[config.mk]
export PLATFORM = sky130hd
export DESIGN_NAME = cascade_down_timer
export DESIGN_NICKNAME = d
export VERILOG_FILES = /design/src/rtl/cascade_down_timer_pkg.sv /design/src/rtl/down_nibble_stage.sv /design/src/rtl/cascade_down_timer.sv
export SDC_FILE = /design/constraint.sdc
export NUM_CORES = 1
export LEC_CHECK = 0
export CAP_MARGIN = 20
export CORE_UTILIZATION = 35
export CTS_CLUSTER_DIAMETER = 50
export DETAILED_ROUTE_END_ITERATION = 6
export PLACE_DENSITY = 0.61
export SLEW_MARGIN = 20
export SYNTH_ARGS = -nofsm -noshare
export SYNTH_HDL_FRONTEND = slang
export SYNTH_SLANG_ARGS = --single-unit
[constraint.sdc]
create_clock -name clk -period 4.8 [get_ports clk]
set_input_delay 0.72 -clock clk [delete_from_list [all_inputs] [get_ports clk]]
set_output_delay 0.72 -clock clk [all_outputs]
set_load 0.005 [all_outputs]
[src/rtl/cascade_down_timer_pkg.sv]
// Shared types and constants for the cascaded down-timer.
// DOWN_TIMER_BCD_EN selects decimal (9..0) stages instead of binary (F..0).
package cascade_down_timer_pkg;

    typedef enum logic [1:0] {
        ST_IDLE = 2'd0,
        ST_RUN  = 2'd1,
        ST_DONE = 2'd2
    } state_t;

    localparam int NIBBLES = 4;

`ifdef DOWN_TIMER_BCD_EN
    localparam logic [3:0] STAGE_MAX = 4'd9;
`else
    localparam logic [3:0] STAGE_MAX = 4'hF;
`endif

    // Out-of-range digits are forced to the stage maximum at load time.
    function automatic logic [3:0] clamp_nibble(input logic [3:0] v);
        return (v > STAGE_MAX) ? STAGE_MAX : v;
    endfunction

endpackage

[src/rtl/down_nibble_stage.sv]
// One 4-bit down-counting stage; wraps 0 -> STAGE_MAX when borrowed from.
// Under DOWN_TIMER_BCD_EN the stage is a decimal digit.
module down_nibble_stage
    import cascade_down_timer_pkg::*;
(
    input  logic       clk,
    input  logic       clear,
    input  logic       load,
    input  logic [3:0] d,
    input  logic       bin,
    output logic [3:0] q,
    output logic       bo
);

    always_ff @(posedge clk) begin
        if (clear) begin
            q <= 4'd0;
        end else if (load) begin
            q <= clamp_nibble(d);
        end else if (bin) begin
            q <= (q == 4'd0) ? STAGE_MAX : q - 4'd1;
        end
    end

    assign bo = bin && (q == 4'd0);

endmodule

[src/rtl/cascade_down_timer.sv]
// 16-bit loadable down-timer from four nibble stages, with prescaler,
// terminal-count pulse and optional auto-reload. DOWN_TIMER_BCD_EN: BCD stages.
//
//   state   | meaning
//   IDLE    | after clear, waiting for a load
//   RUN     | counting down on each prescaled step (busy=1)
//   DONE    | expired, Q held at 0 until the next load
module cascade_down_timer
    import cascade_down_timer_pkg::*;
#(
    parameter bit          AUTO_RELOAD = 1'b0,
    parameter int unsigned PRESCALE    = 1
) (
    input  logic                 clk,
    input  logic                 clear,
    input  logic                 load,
    input  logic [15:0]          D,
    input  logic                 en,
    output logic [15:0]          Q,
    output logic [NIBBLES-1:0]   Bo,
    output logic                 tc,
    output logic                 busy
);

    localparam logic [15:0] PRESC_LAST = 16'(PRESCALE - 1);

    state_t             state, state_nxt;
    logic [15:0]        period;
    logic [15:0]        presc;
    logic               step;
    logic               reload;
    logic               dec_en;
    logic               expire;
    logic               stage_load;
    logic [15:0]        stage_d;
    logic [NIBBLES-1:0] bin;

    assign step       = en && (state == ST_RUN) && (presc == PRESC_LAST);
    // With auto-reload the step after expiry restores the period instead of wrapping.
    assign reload     = AUTO_RELOAD && step && !load && (Q == 16'd0);
    assign dec_en     = step && !reload && !load;
    assign expire     = dec_en && (Q == 16'd1);
    assign stage_load = load || reload;
    assign stage_d    = load ? D : period;

    always_ff @(posedge clk) begin
        if (clear) begin
            state  <= ST_IDLE;
            period <= 16'd0;
            presc  <= 16'd0;
            tc     <= 1'b0;
        end else begin
            state <= state_nxt;
            tc    <= expire;
            if (load) begin
                period <= D;
                presc  <= 16'd0;
            end else if (en && (state == ST_RUN)) begin
                presc <= step ? 16'd0 : presc + 16'd1;
            end
        end
    end

    always_comb begin
        state_nxt = state;
        busy      = (state == ST_RUN);
        if (load) begin
            state_nxt = (D != 16'd0) ? ST_RUN : ST_DONE;
        end else if (expire && !AUTO_RELOAD) begin
            state_nxt = ST_DONE;
        end
    end

    // Borrow-in is a lookahead on the lower nibbles; it equals the bo of the stage below.
    for (genvar i = 0; i < NIBBLES; i++) begin : g_stage
        if (i == 0) begin : g_lsb
            assign bin[i] = dec_en;
        end else begin : g_upper
            assign bin[i] = dec_en && (Q[4*i-1:0] == '0);
        end

        down_nibble_stage u_stage (
            .clk   (clk),
            .clear (clear),
            .load  (stage_load),
            .d     (stage_d[4*i +: 4]),
            .bin   (bin[i]),
            .q     (Q[4*i +: 4]),
            .bo    (Bo[i])
        );
    end

endmodule

-- Word level (Yosys, flattened, before mapping)
Index checks and enable logic that the tools add are counted.
- magnitude comparators: 4
- add/sub/neg operators: 5
- multiplexer cells: 21
- equal/unequal tests: 2
- reduce and logical (&&, ||, !) cells: 25
- operators by type and width (cell ; number):
    $mux W4 ; 16
    $mux W16 ; 2
    $add A16 B1 Y16 const B ; 1
    $eq A16 B1 Y1 const B ; 1
    $gt A4 B4 Y1 const B ; 4
    $logic_not A16 Y1 ; 1
    $logic_not A4 Y1 ; 4
    $reduce_bool A16 Y1 ; 1
    $sub A4 B1 Y4 const B ; 4
    $logic_not A12 Y1 ; 1
    $logic_and A1 B1 Y1 ; 10
    $reduce_bool A2 Y1 ; 5
    $logic_not A8 Y1 ; 1
    $mux W2 ; 3
    $eq A2 B1 Y1 const B ; 1
    $reduce_or A2 Y1 ; 1
    $logic_not A1 Y1 ; 1
- input port bits: 20
- word-level logic and storage cells: 65
- flip-flop bits (word level): 51
- output and inout port bits: 22

-- Depth between registers and ports, before layout
Gate-level depths: netlist of run 1.
- depth after elaboration: 7
- mapped depth: 9
- gate-level depth less buffers: 7

-- Modules after synthesis
Synthesis of run 1 repeated with hierarchy kept, for this count alone.
- cells, all modules: 303
- area total of the unflattened synthesis: 2668.8 µm²
- modules (own cells, without submodules) (module ; cells each ; times used ; area each (µm²)):
    cascade_down_timer ; 175 ; 1 ; 1652.8
    down_nibble_stage ; 32 ; 4 ; 254.0

-- Worst setup path before layout of run 1
No wires, ideal clock.
- kind: input to output
- from: in en
- to: out Bo[2]
- arrival: 1.816 ns
- cell stages on the path: 6
- path slack: 2.264 ns
- path buffers: 2
- data required time: 4.080 ns
- cell sequence: and3b_2 -> clkbuf_1 -> and2_1 -> nand3_1 -> nor2_1 -> buf_4
- longest elaborated chain between the ends: 5
- RTL lines (what ; RTL line ; RTL):
    start: declaration ; cascade_down_timer.sv:18 ; input logic en,
    $logic_and A1 B1 Y1 (2 in series) ; cascade_down_timer.sv:38 ; assign step = en && (state == ST_RUN) && (presc == PRESC_LAST);
    $logic_and A1 B1 Y1 ; cascade_down_timer.sv:41 ; assign dec_en = step && !reload && !load;
    $logic_and A1 B1 Y1 ; cascade_down_timer.sv:79 ; assign bin[i] = dec_en && (Q[4*i-1:0] == '0);
    $logic_and A1 B1 Y1 ; down_nibble_stage.sv:25 ; assign bo = bin && (q == 4'd0);
    end: declaration ; cascade_down_timer.sv:20 ; output logic [NIBBLES-1:0] Bo,
Every way passes these cells.

-- Worst setup path after layout of run 1
Ends and elaborated chain as after synthesis.

==> results.json, run 1 <==
{
  "clkSinkCount": 35,
  "drive_gt1_share_pct": 7.42,
  "synth_edf_count": 0,
  "grt_setup_unrepaired": "no",
  "min_path_cells": 1,
  "ys_seq_elements": 35,
  "ys_top_cells_by_area": "dfxtp_1 35%, nor2_1 5.2%, nand2_1 4.4%",
  "critPathMaxFanout": 13,
  "fp.dieH_um": 78.1,
  "clock_skew_ns": 0.00635,
  "ios": 42,
  "p_leak_uw": 0.000864,
  "start_util_pct": 36.6,
  "grt_overflow": 0,
  "routed_wl_um": 5040,
  "io_buffers": 41,
  "cp_common_cell": "clkdlybuf4s50_1",
  "root_buffer": "clkbuf_8",
  "die_width_um": 78.1,
  "nets": 309,
  "path_delay_family": "buffers and inverters",
  "cp-start-kind": "primary input",
  "multi_input_area_mm2": 0.00118,
  "place_hpwl_um": 3830,
  "drt_iter0_markers": 126,
  "clk_pin_slew_ns": 0.07,
  "yosys-top-cells-count": "35 x dfxtp_1, 28 x nor2_1, 24 x nand2_1, 16 x inv_1, 13 x a21oi_1",
  "vias": 1856,
  "synth_most_common_cell": "dfxtp_1",
  "diodes": 0,
  "min_period_ns": 3.40,
  "detail-route-antenna-nets": 0,
  "yosysTopAreaCell": "dfxtp_1",
  "rrSetupSlack_ns": 2.35,
  "timing.rr.end": "state[0]$_SDFFE_PP0P_",
  "max-vdd-ir-drop_uv": 156,
  "async_flop_share_pct": 0,
  "numCtsBuffers": 5,
  "fin_ws_ns": 1.40,
  "min_path_type": "reg -> reg",
  "clockBufferDepth": 2,
  "grt_max_degree": 21,
  "yosys.area.top_type_share_pct": 34.5,
  "cap_violations": 0,
  "drc": 0,
  "fillers": 568,
  "yosysWarnings": 0,
  "syn_to_final_growth_pct": 26.4,
  "r2r_start": "g_stage[1].u_stage.q[0]$_SDFFE_PP0P_",
  "min_to": "state[0]$_SDFFE_PP0P_",
  "required_ns": 4.08,
  "ff_latch_area_um2": 701,
  "finalHoldViolCount": 0,
  "std_cell_rows": 27,
  "ys_types": 51,
  "syn-num-nets": 276,
  "r2r_cells": 6,
  "h-tree-depth": 2,
  "worst_pin_slew_ns": 0.773,
  "cts-resized-gates": 0,
  "via_per_inst": 5.23,
  "slew_headroom_pct": 48.3,
  "insertion_delay_ns": 0.28,
  "drv_slew": 0,
  "min_from": "state[0]$_SDFFE_PP0P_",
  "antenna_found_initial": 0,
  "cts_tree": "yes",
  "synth_ff_type": "dfxtp_1",
  "wl_per_cell_um": 14.2,
  "globalplace.congestion": 0.823,
  "syn_avg_cell_area_um2": 8.15,
  "fp.dieArea_mm2": 0.00610,
  "path_buf_inv": 2,
  "synth_area_mm2": 0.00203,
  "crit_type": "in -> out",
  "drt_first_pass_iters": 4,
  "slowest_delay_ns": 0.51,
  "coreArea_mm2": 0.00554,
  "finalSetupViolCount": 0,
  "fmax_mhz": 294,
  "synth_cells": 249,
  "place_ws_ns": 1.41,
  "fin_crit_sh_pct": 70.8,
  "arrival_ns": 2.68,
  "crit_start": "en",
  "worst_path_max_delay_cell": "clkdlybuf4s50_1",
  "cts.hold.buffers_added": 0,
  "run_status": "completed",
  "first_global_vias": 1746,
  "setup_tns_ns": 0,
  "grt_first_pass_wirelength_um": 8630,
  "power_density_mw_per_mm2": 271,
  "path_cells": "clkdlybuf4s50_1 > and3b_2 > and2_1 > nand3_1 > nor2_1 > clkdlybuf4s50_1",
  "cp-end-kind": "primary output",
  "track_usage_pct": 18.0,
  "seq_area_frac_synth_pct": 34.5,
  "post_cts_buffers": 0
}
## layout make-up
class	instances	share of cell area, %
multi-input cells	182	46.1
flip-flops and latches	35	27.3
clock buffers	5	2.68
well taps	72	3.51
repair buffers	42	16.3
clock inverters	3	1.71
inverters	16	2.34
## kinds of logic (layout without fill, tap and decap cells)
| logic type | Yosys count | count (layout) | synth area share, % |
|---|---|---|---|
| xor gates and xnor gates | 18 | 18 | 7.77 |
| adders and majority gates | 7 | 7 | 4.32 |
| and+or+nand+nor | 111 | 111 | 30.3 |
| AOI/OAI and AO/OA | 42 | 42 | 13.9 |
| DFF | 35 | 35 | 34.5 |
| muxes | 4 | 4 | 2.04 |
| buffers and inverters | 32 | 66 | 7.16 |
## where the power goes
group          internal, uW  switching [uW]  total (uW)
combinational          58.6            56.8         115
sequential              301            12.3         313
clock                   155             111         266
## worst max-delay path by stage
stage            end  slack [ns]  cells after the start
6_report       Bo[2]        1.40                      6
5_1_grt        Bo[2]        1.20                      7
4_1_cts        Bo[2]        1.40                      6
3_5_place_dp   Bo[2]        1.41                      6
3_3_place_gp   Bo[3]        1.44                      6
2_1_floorplan  Bo[2]        2.26                      6
## placed cells by master (no fill, tap or decap), types with 8 or more instances in the layout
cell type        Yosys  layout
nor3_1              10      10
nor2_1              28      28
inv_1               16      16
nand2_1             24      24
a21oi_1             13      13
xnor2_1             10      10
nand3_1             10      10
clkdlybuf4s50_1      0      41
xor2_1               8       8
dfxtp_1             35      35
## state kept, by name, indices dropped and copies added (netlist names)
name / cells
g_stage.u_stage.q: 16
state: 2
presc: 16
tc: 1
## layer usage
layer  vias to the layer above  wire [um]  track usage [%]
met5                         -          0                0
met4                         0         75             6.11
met3                         7        307             4.07
met2                        60       2160             26.6
met1                       844       2500             25.6
li1                        945          -                -
## metrics by stage
step | util, % | area, um^2 | power [uW] | std cells | hold slack, ns
floorplan | - | 2030 | 380 | 249 | 0.454
global placement | 44.2 | 2450 | 434 | 347 | 0.474
detailed placement | 44.2 | 2450 | 434 | 347 | 0.477
CTS | 46.3 | 2560 | 704 | 355 | 0.494
global route | 46.3 | 2560 | 733 | 355 | 0.506
finish | 46.3 | 2560 | 695 | 355 | 0.494
No activity file was read; power rests on OpenSTA's default activity.
==> run 2: changes to the inputs <==
Clock period 4.8 ns to 3.56 ns, I/O delays scaled along.
==> run 2 against run 1 <==
Combinational power increased by 39%. Die area unchanged. Routed wire length rose by 2.9%. Clock power rose by 36%. Total power grew 36%. Largest cell class unchanged. Largest power group unchanged. Highest routed layer unchanged.
==> results.json, run 2 (synthesis gave the netlist of run 1 again) <==
{
  "run_status": "completed",
  "track_usage_pct": 17.8,
  "max-vdd-ir-drop_uv": 178,
  "p_int_uw": 697,
  "p_seq_share_pct": 44.8,
  "routed_wl_um": 5180,
  "nets": 314,
  "timing.rr.end": "g_stage[3].u_stage.q[0]$_SDFFE_PP0P_",
  "placed_area_mm2": 0.00249,
  "antenna_found_initial": 0,
  "place_hpwl_um": 3930,
  "min_path_type": "reg -> reg",
  "arrival_ns": 2.42,
  "via_per_inst": 5.24,
  "drive_gt1_share_pct": 9.03,
  "top_regs": "g_stage.u_stage.q (16), presc (16), state (2)",
  "pwr-share-clk_pct": 38.3,
  "min_path_cells": 2,
  "clockBufferDepth": 2,
  "drv_slew": 0,
  "rrSetupSlack_ns": 1.15,
  "min_period_ns": 2.95,
  "slew_headroom_pct": 64.5,
  "cap_violations": 0,
  "first_global_vias": 1736,
  "std_cell_rows": 27,
  "swShare_pct": 26.1,
  "min_from": "state[1]$_SDFFE_PP0P_",
  "p_comb_share_pct": 16.9,
  "post_cts_buffers": 0,
  "cp-start-kind": "flop",
  "power_density_mw_per_mm2": 363,
  "fp.dieH_um": 78.1,
  "coreArea_mm2": 0.00554,
  "diodes": 0,
  "vias": 1885,
  "power.switching_uw": 246,
  "cts_tree": "yes",
  "drt_first_pass_iters": 4,
  "grt_first_pass_wirelength_um": 8600,
  "worst_pin_slew_ns": 0.531,
  "clk_pin_slew_ns": 0.08,
  "clock_skew_ns": 0.0182,
  "wl_per_cell_um": 14.4,
  "layout_common_cells": "41 x clkdlybuf4s50_1, 35 x dfxtp_1, 28 x nor2_1",
  "h-tree-depth": 2,
  "clkSinkCount": 35,
  "cp-end-kind": "primary output",
  "finalSetupViolCount": 0,
  "detail-route-antenna-nets": 0,
  "r2r_cells": 7,
  "final_common_cell": "clkdlybuf4s50_1",
  "grt_overflow": 0,
  "drt_iter0_markers": 82,
  "numCtsBuffers": 5,
  "stdcell_area_mm2": 0.00260,
  "fin_util_pct": 47.0,
  "p_leak_uw": 0.000887,
  "die_width_um": 78.1,
  "globalplace.congestion": 0.830,
  "finalHoldViolCount": 0,
  "grt_max_degree": 19,
  "start_util_pct": 36.6,
  "critPathMaxFanout": 5,
  "fin_crit_sh_pct": 82.9,
  "setup_tns_ns": 0,
  "root_buffer": "clkbuf_8",
  "cts-resized-gates": 0,
  "min_to": "state[1]$_SDFFE_PP0P_",
  "fmax_mhz": 339,
  "drc": 0,
  "syn_to_final_growth_pct": 28.3,
  "required_ns": 3.03,
  "cts.hold.buffers_added": 0,
  "r2r_start": "g_stage[1].u_stage.q[0]$_SDFFE_PP0P_",
  "io_buffers": 41,
  "crit_type": "reg -> out",
  "insertion_delay_ns": 0.30,
  "fp.dieArea_mm2": 0.00610,
  "grt_setup_unrepaired": "no",
  "ios": 42,
  "timing.hold.ws_ns": 0.511
}
## run 2: changes by cell type in the layout (fill, tap and decap cells not counted)
cell	delta
buf_4	+5
## run 2: worst max-delay path, stage by stage, from the launching register on
cell and delay, ns:
dfxtp_1 0.33, inv_1 0.10, ha_1 0.20, nor3b_1 0.47
nand3_1 0.33, nor2_1 0.17, clkdlybuf4s50_1 0.51
## run 2: per-stage QoR
stage               instances  total power (uW)  setup slack (ns)
floorplan                 249               512              1.40
global placement          352               591             0.765
detailed placement        352               591             0.740
CTS                       360               955             0.609
global route              360               988             0.438
finish                    360               943             0.608
## run 2: worst max path at each step
stage | startpoint | end | slack (ns)
2_1_floorplan | en | Bo[2] | 1.40
3_3_place_gp | en | Bo[2] | 0.76
5_1_grt | g_stage[1].u_stage.q[0]$_SDFFE_PP0P_ | Bo[2] | 0.44
4_1_cts | g_stage[1].u_stage.q[0]$_SDFFE_PP0P_ | Bo[2] | 0.61
3_5_place_dp | en | Bo[2] | 0.74
6_report | g_stage[1].u_stage.q[0]$_SDFFE_PP0P_ | Bo[2] | 0.61
## run 2: cell type report
cell class / instances / area [um^2]
Inverter: 16 / 60.1
Timing Repair Buffer: 47 / 455
Fill cell: 573 / 2940
Clock buffer: 5 / 68.8
Tap cell: 72 / 90.1
Sequential cell: 35 / 701
Multi-Input combinational cell: 182 / 1180
Clock inverter: 3 / 43.8
## run 2: per-layer routing
metal  global-route usage, %  wire (um)  up-vias
met1                    25.7       2690      881
met5                       0          0        -
met4                    5.56         49        0
met2                    26.7       2240       42
met3                    3.26        205        7
li1                        -          -      955
## run 2: power by group through the flow
stage	clock [uW]	combinational, uW	sequential, uW
final	361	160	423
after global routing	388	175	425
after CTS	372	160	423
after detailed placement	0	159	431
after global placement	0	160	431
after floorplan	0	83.0	429
==> run 3: changes to the inputs <==
Clock period 3.56 ns to 2.85 ns, I/O delays scaled along.
==> run 3 against run 2 <==
Final cell count grew 0.56%. Critical path type unchanged. Die area is the same. Sequential share of layout area shrank 0.41 points. Clock skew shrank 0.0066 ns. Worst setup slack lost 0.46 ns. Routed wire length grew 1.8%. Combinational power grew 29%.
==> results.json, run 3 (synthesis gave the netlist of run 1 again) <==
{
  "layout_common_cells": "41 x clkdlybuf4s50_1, 35 x dfxtp_1, 28 x nor2_1",
  "cts_tree": "yes",
  "grt_first_pass_wirelength_um": 8870,
  "numCtsBuffers": 5,
  "arrival_ns": 2.28,
  "h-tree-depth": 2,
  "instances_no_fill": 362,
  "first_global_vias": 1856,
  "wl_per_cell_um": 14.6,
  "grt_setup_unrepaired": "no",
  "grt_max_degree": 19,
  "power_density_mw_per_mm2": 457,
  "coreArea_mm2": 0.00554,
  "swShare_pct": 25.6,
  "p_total_uw": 1210,
  "p_seq_share_pct": 43.7,
  "worst_pin_slew_ns": 0.474,
  "max-vdd-ir-drop_uv": 299,
  "start_util_pct": 36.6,
  "min_path_cells": 1,
  "min_path_type": "reg -> reg",
  "cp-end-kind": "primary output",
  "clkSinkCount": 35,
  "slowest_delay_ns": 0.51,
  "min_to": "state[0]$_SDFFE_PP0P_",
  "insertion_delay_ns": 0.30,
  "place_ws_ns": 0.224,
  "routed_wl_um": 5280,
  "path_delay_family": "simple AND/OR/NAND/NOR gates",
  "r2r_cells": 6,
  "crit_type": "reg -> out",
  "io_buffers": 41,
  "setup_tns_ns": 0,
  "final_common_cell": "clkdlybuf4s50_1",
  "place_hpwl_um": 3980,
  "die_width_um": 78.1,
  "top_regs": "g_stage.u_stage.q (16), presc (16), state (2)",
  "ff_latch_area_um2": 701,
  "multi_input_area_mm2": 0.00120,
  "track_usage_pct": 18.5,
  "worst_path_max_delay_cell": "clkdlybuf4s50_1",
  "std_cell_rows": 27,
  "fp.dieH_um": 78.1,
  "fin_ws_ns": 0.144,
  "p_comb_share_pct": 17.2,
  "min_period_ns": 2.71,
  "cts.hold.buffers_added": 0,
  "diodes": 0,
  "clock_skew_ns": 0.0117,
  "fillers": 549,
  "min_from": "state[0]$_SDFFE_PP0P_",
  "cp-start-kind": "flop",
  "fin_util_pct": 47.7,
  "p_leak_uw": 0.000917,
  "required_ns": 2.42,
  "root_buffer": "clkbuf_8",
  "post_cts_buffers": 0,
  "vias": 1892,
  "fp.dieArea_mm2": 0.00610,
  "drt_iter0_markers": 86,
  "detail-route-antenna-nets": 0,
  "globalplace.congestion": 0.872,
  "slew_headroom_pct": 68.3,
  "rrSetupSlack_ns": 0.61,
  "nets": 316,
  "drt_first_pass_iters": 4,
  "syn_to_final_growth_pct": 30.2,
  "power.switching_uw": 309,
  "clockBufferDepth": 2,
  "antenna_found_initial": 0,
  "fmax_mhz": 370,
  "timing.rr.end": "state[0]$_SDFFE_PP0P_",
  "finalHoldViolCount": 0,
  "path_buf_inv": 2,
  "grt_overflow": 0,
  "placed_cells_incl_taps": 354,
  "path_cells": "inv_1 > ha_1 > nor3b_1 > nand4_1 > nor2_1 > clkdlybuf4s50_1",
  "critPathMaxFanout": 4,
  "drc": 0,
  "finalSetupViolCount": 0,
  "clk_pin_slew_ns": 0.07,
  "r2r_start": "g_stage[3].u_stage.q[0]$_SDFFE_PP0P_",
  "pwr-share-clk_pct": 39.1,
  "ios": 42,
  "via_per_inst": 5.23,
  "cap_violations": 0,
  "run_status": "completed",
  "drive_gt1_share_pct": 10.7,
  "fin_crit_sh_pct": 95.0,
  "p_int_uw": 898,
  "drv_slew": 0
}
-- run 3: layer usage --
metal / vias to the layer above / global-route usage, % / wire [um]
met3: 7 / 4.77 / 277
li1: 970 / - / -
met4: 0 / 6.85 / 95
met1: 875 / 24.5 / 2600
met2: 40 / 28.8 / 2310
met5: - / 0 / 0
-- run 3: power groups by stage --
| stage | combinational (uW) | clock [uW] | sequential (uW) |
|---|---|---|---|
| after floorplan | 104 | 0 | 536 |
| after global routing | 227 | 503 | 531 |
| after CTS | 206 | 484 | 527 |
| after detailed placement | 204 | 0 | 538 |
| final | 207 | 472 | 528 |
| after global placement | 203 | 0 | 538 |
-- run 3: timing repair --
| item | in CTS | in global routing |
|---|---|---|
| endpoints found under the setup margin | 0 | 4 |
| endpoints found under the hold margin | 0 | 0 |
| gates resized for setup | 0 | 4 |
-- run 3: worst max path at each step --
| stage | start | endpoint | cells after the start | slack (ns) |
|---|---|---|---|---|
| 5_1_grt | g_stage[3].u_stage.q[0]$_SDFFE_PP0P_ | Bo[3] | 6 | 0.03 |
| 3_5_place_dp | en | Bo[3] | 6 | 0.22 |
| 2_1_floorplan | g_stage[0].u_stage.q[0]$_SDFFE_PP0P_ | Bo[2] | 7 | 0.83 |
| 4_1_cts | g_stage[0].u_stage.q[0]$_SDFFE_PP0P_ | Bo[3] | 7 | 0.06 |
| 6_report | g_stage[3].u_stage.q[0]$_SDFFE_PP0P_ | Bo[3] | 6 | 0.14 |
| 3_3_place_gp | en | Bo[2] | 6 | 0.27 |
-- run 3: metrics by stage --
stage          hold slack (ns)  area (um^2)
2_1_floorplan            0.454         2030
3_3_place_gp             0.486         2500
3_5_place_dp             0.480         2500
4_1_cts                  0.499         2620
5_1_grt                  0.517         2640
6_report                 0.493         2640
-- run 3: cell type report --
class	instances	share of cell area (%)
Clock inverter	2	1.33
Inverter	16	2.27
Multi-Input combinational cell	182	45.5
Timing Repair Buffer	49	17.8
Tap cell	72	3.41
Sequential cell	35	26.5
Clock buffer	6	3.13
